===== src/rtl/serpent_block_loader.sv =====
// Packs 32-bit words into 128-bit Serpent blocks and queues them in a small
// first-word-fall-through FIFO for the initial permutation stage.
module serpent_block_loader #(
  parameter int FIFO_DEPTH = 2,
  parameter bit MSW_FIRST  = 1'b0
) (
  input  logic         i_clk,
  input  logic         i_rst_n,
  input  logic         i_clear,
  input  logic         i_word_valid,
  input  logic [31:0]  i_word,
  input  logic         i_word_last,
  output logic         o_word_ready,
  output logic         o_blk_valid,
  output logic [127:0] o_blk_data,
  input  logic         i_blk_ready,
  output logic         o_frame_err,
  output logic [1:0]   o_fifo_level
);

  localparam logic [1:0] DEPTH = 2'(FIFO_DEPTH);

  logic [1:0]   wcnt_q, wcnt_d;
  logic [95:0]  stage_q, stage_d;
  logic [127:0] ent0_q, ent0_d;
  logic [127:0] ent1_q, ent1_d;
  logic [1:0]   level_q, level_d;
  logic         err_q, err_d;

  logic         word_xfer;
  logic         blk_push;
  logic         blk_pop;
  logic         frame_viol;
  logic [127:0] new_blk;

  // Readiness looks only at registered level, so a pop never enables a push
  // in the same cycle and a full FIFO is never written.
  assign o_word_ready = !i_clear && ((wcnt_q != 2'd3) || (level_q < DEPTH));
  assign word_xfer    = i_word_valid && o_word_ready;
  assign blk_push     = word_xfer && (wcnt_q == 2'd3);
  assign frame_viol   = word_xfer && i_word_last && (wcnt_q != 2'd3);
  assign blk_pop      = (level_q != 2'd0) && i_blk_ready && !i_clear;

  assign new_blk = MSW_FIRST ? {stage_q[31:0], stage_q[63:32], stage_q[95:64], i_word}
                             : {i_word, stage_q[95:64], stage_q[63:32], stage_q[31:0]};

  always_comb begin
    wcnt_d  = wcnt_q;
    stage_d = stage_q;
    ent0_d  = ent0_q;
    ent1_d  = ent1_q;
    level_d = level_q;
    err_d   = frame_viol;

    if (i_clear) begin
      wcnt_d  = 2'd0;
      level_d = 2'd0;
    end else begin
      if (frame_viol) begin
        wcnt_d = 2'd0;
      end else if (word_xfer) begin
        wcnt_d = wcnt_q + 2'd1;
        case (wcnt_q)
          2'd0:    stage_d[31:0]  = i_word;
          2'd1:    stage_d[63:32] = i_word;
          2'd2:    stage_d[95:64] = i_word;
          default: ;
        endcase
      end

      // ent0 is always the head; on an emptying pop it keeps its old value.
      case ({blk_push, blk_pop})
        2'b10: begin
          if (level_q == 2'd0) ent0_d = new_blk;
          else                 ent1_d = new_blk;
          level_d = level_q + 2'd1;
        end
        2'b01: begin
          if (level_q == 2'd2) ent0_d = ent1_q;
          level_d = level_q - 2'd1;
        end
        2'b11: begin
          if (level_q == 2'd2) begin
            ent0_d = ent1_q;
            ent1_d = new_blk;
          end else begin
            ent0_d = new_blk;
          end
        end
        default: ;
      endcase
    end
  end

  always_ff @(posedge i_clk or negedge i_rst_n) begin
    if (!i_rst_n) begin
      wcnt_q  <= 2'd0;
      stage_q <= '0;
      ent0_q  <= '0;
      ent1_q  <= '0;
      level_q <= 2'd0;
      err_q   <= 1'b0;
    end else begin
      wcnt_q  <= wcnt_d;
      stage_q <= stage_d;
      ent0_q  <= ent0_d;
      ent1_q  <= ent1_d;
      level_q <= level_d;
      err_q   <= err_d;
    end
  end

  assign o_blk_valid  = (level_q != 2'd0);
  assign o_blk_data   = ent0_q;
  assign o_fifo_level = level_q;
  assign o_frame_err  = err_q;

endmodule


===== config.mk =====
export PLATFORM = sky130hd
export DESIGN_NAME = serpent_block_loader
export DESIGN_NICKNAME = d
export VERILOG_FILES = /design/src/rtl/serpent_block_loader.sv
export SDC_FILE = /design/constraint.sdc
export NUM_CORES = 1
export LEC_CHECK = 0
export BUFFER_PORTS_ARGS = -buffer_cell sky130_fd_sc_hd__buf_2
export CORE_ASPECT_RATIO = 0.9
export CORE_MARGIN = 5
export CORE_UTILIZATION = 45
export DETAILED_ROUTE_END_ITERATION = 12
export PLACE_DENSITY_LB_ADDON = 0.08
export SETUP_SLACK_MARGIN = 0.5
export SLEW_MARGIN = 20
export SYNTH_ARGS = -nofsm -noshare
export SYNTH_HDL_FRONTEND = slang
export SYNTH_SLANG_ARGS = --single-unit

===== constraint.sdc =====
create_clock -name i_clk -period 2.9 [get_ports i_clk]
set_input_delay 0.58 -clock i_clk [delete_from_list [all_inputs] [get_ports i_clk]]
set_output_delay 0.58 -clock i_clk [all_outputs]
set_load 0.005 [all_outputs]

==> results.toml <==
[outcome]
outcome = "finished, final reports clean"

[placed_design]
place_congestion = 0.706
dp_slack_ns = 0.496
io_buffers = 170
dpl.hpwl_um = 19500
dp.cells = 1491

[critical_path]
cp_max_fo = 38
required_ns = 3.29
critPathLaunchType = "flop"
crit_path_end_kind = "flop"
crit_type = "reg2reg"
arrival_ns = 2.67

[flow_run]
drv_cap = 0

[sta]
slew_headroom = 0.582
slew_violations = 0
hold_viol = 0
hold_slack_ns = 0.0394
fin_setup_tns_ns = 0
clock.fmax_mhz = 440
setup_ws_ns = 0.627
setup_viol = 0
skew_ns = 0.00983
min_period_ns = 2.27
timing.final.crit_share = 0.784
tightest_slew_ns = 0.627
rsz0062_at_grt = "no"

[floorplanning]
io_pins = 171
core_um2 = 33000
rows = 63
start_util = 0.457
die_w_um = 203
dieArea_um2 = 37300
die_y_um = 184

[detailed_routing]
wl_per_cell_um = 20.3
drc = 0
dr.pass1.iters = 4
drtAntennaViolNets = 0
drt_iter0_drc = 252
wirelength_um = 31700
viasPerCell = 5.23
vias = 8167

[layout]
nets = 1154
instances_no_fill = 1563
diodes = 0
drive_above_1_share = 0.656
area_growth_syn_to_layout_pct = 17.3

[clocking]
cts_tree = "built"
numCtsBuffers = 39
clk_pin_slew_ns = 0.06
cts_max_level = 2
cts-hold-fix-buffers = 0
clock_sinks = 357
insertion_delay_ns = 0.51
cts_buffer_depth = 3
root_buffer = "clkbuf_16"

[logic_synthesis]
ys_seq_area_frac = 0.592
syn-num-nets = 973
syn_inst = 931
yosysWarnings = 0
synth_cell_types = 26
syn_area_per_cell_um2 = 16.2
synth_area_um2 = 15100
ys_seq_elements = 357

[pwr]
finalPower_mw = 11.3
p_per_area_nw_per_um2 = 641
p_leak_nw = 9.19
ir_worst_vdd_mv = 0.410

[global_route]
grt_first_pass_wirelength_um = 51300
grt_max_degree = 88
grt_pass1_vias = 8761
grt-ovfl-total = 0
grt.total_usage = 0.171
antenna_found_initial = 1

[min_path]
hold_class = "in2async"
-- cells by family (layout without fill, tap and decap cells) --
logic type	count (synthesis)	count (layout)	share of synthesized area
buf+inv	56	266	0.0325
simple gates	23	23	0.00904
compound gates	11	11	0.00489
fa+ha+maj	4	4	0.00332
flops	357	357	0.592
mux	480	480	0.358
-- synthesized netlist by cell type, drive strengths merged --
cell type | count | share of area
ha | 4 | 0.0033
nor3 | 1 | 0.00033
o32a | 1 | 0.00075
nor4b | 2 | 0.0022
nand2b | 2 | 0.00083
nor2 | 4 | 0.00099
o21ai | 3 | 0.00099
or2 | 1 | 0.00041
and2b | 1 | 0.00058
a21oi | 4 | 0.0013
dfrtp | 357 | 0.59
nor3b | 1 | 0.00050
nor2b | 2 | 0.00083
a221oi | 1 | 0.00058
buf | 51 | 0.031
nand2 | 9 | 0.0024
mux2 | 480 | 0.36
a32oi | 1 | 0.00058
inv | 3 | 0.00075
o211a | 1 | 0.00066
clkbuf | 2 | 0.00050
-- metal layers --
layer  global-route usage  share of wire  vias up
met4               0.0348          0.015        0
met3               0.0305          0.036       38
met2                0.271           0.47      124
met5                    0              0        -
li1                     -              -     3720
met1                0.252           0.48     4285
-- power breakdown --
group | internal, mW | total, mW | switching (mW)
Combinational | 0.463 | 0.783 | 0.320
Clock | 3.15 | 5.11 | 1.96
Sequential | 5.26 | 5.45 | 0.189
-- registers in the layout (all words and copies together), names as in the netlist --
| signal | count |
|---|---|
| ent1_q | 128 |
| o_frame_err | 1 |
| o_fifo_level | 2 |
| stage_q | 96 |
| o_blk_data | 128 |
| wcnt_q | 2 |
-- worst paths after layout --
| path | start | endpoint | slack (ns) | cells past startpoint |
|---|---|---|---|---|
| setup / recovery | wcnt_q[0] | o_blk_data[52] | 0.63 | 6 |
| hold / removal | i_rst_n | ent1_q[25] | 0.04 | 1 |
| setup reg to reg | wcnt_q[0] | o_blk_data[52] | 0.63 | 6 |
| hold reg to reg | ent1_q[78] | ent1_q[78] | 0.50 | 1 |
| max in group asynchronous | i_rst_n | o_blk_data[74] | 2.07 | 2 |
| min in group i_clk | i_word[14] | ent1_q[110] | 0.38 | 2 |
-- layout by cell type, fill, tap and decap left out --
cell,Yosys,final
nor3_1,1,1
mux2_2,480,480
bufinv_16,0,3
inv_1,3,3
o21ai_0,3,3
buf_4,14,12
a32oi_1,1,1
nand2_4,0,3
nand2_2,1,2
clkinvlp_4,0,1
buf_8,10,2
nor4b_1,1,1
ha_1,4,3
nor2_4,0,1
a221oi_1,1,1
and2b_2,1,1
o32a_2,1,1
buf_2,14,169
or2_2,1,1
clkbuf_16,0,42
dfrtp_1,357,357
nor4b_4,1,1
clkbuf_8,0,12
nand2b_1,2,2
clkbuf_1,2,6
ha_2,0,1
clkinv_2,0,7
nor2b_1,2,2
buf_12,0,9
nor2_1,4,3
o211a_4,0,1
nand2_1,8,4
nor3b_1,1,1
a21oi_1,4,4
-- worst max-delay path: stages (launching register included) --
cell     delay (ns)
dfrtp_1        0.43
ha_2           0.29
nand2_2        0.11
o32a_2         0.37
nor2_4         0.21
buf_8          0.36
mux2_2         0.38
-- layout make-up --
type / count / area [um^2]
fill: 2820 / 15300
sequential: 357 / 8930
multi-input combinational: 518 / 5710
clock buffer: 59 / 1210
timing repair buffer: 193 / 1170
tap: 422 / 528
clock inverter: 11 / 133
inverter: 3 / 11.3
-- repair_timing --
action | 4_1_cts | 5_1_grt
resized for setup | 2 | 5
buffers inserted | 0 | 1
pin swaps | 0 | 1
gates cloned | 0 | 1
setup endpoints to repair | 83 | 193
-- stage by stage --
| step | utilization | instance area (um^2) |
|---|---|---|
| after floorplan | - | 15100 |
| after global placement | 0.494 | 16300 |
| after detailed placement | 0.494 | 16300 |
| after CTS | 0.535 | 17700 |
| after global routing | 0.536 | 17700 |
| final | 0.536 | 17700 |
No activity file was read; power rests on OpenSTA's default activity.
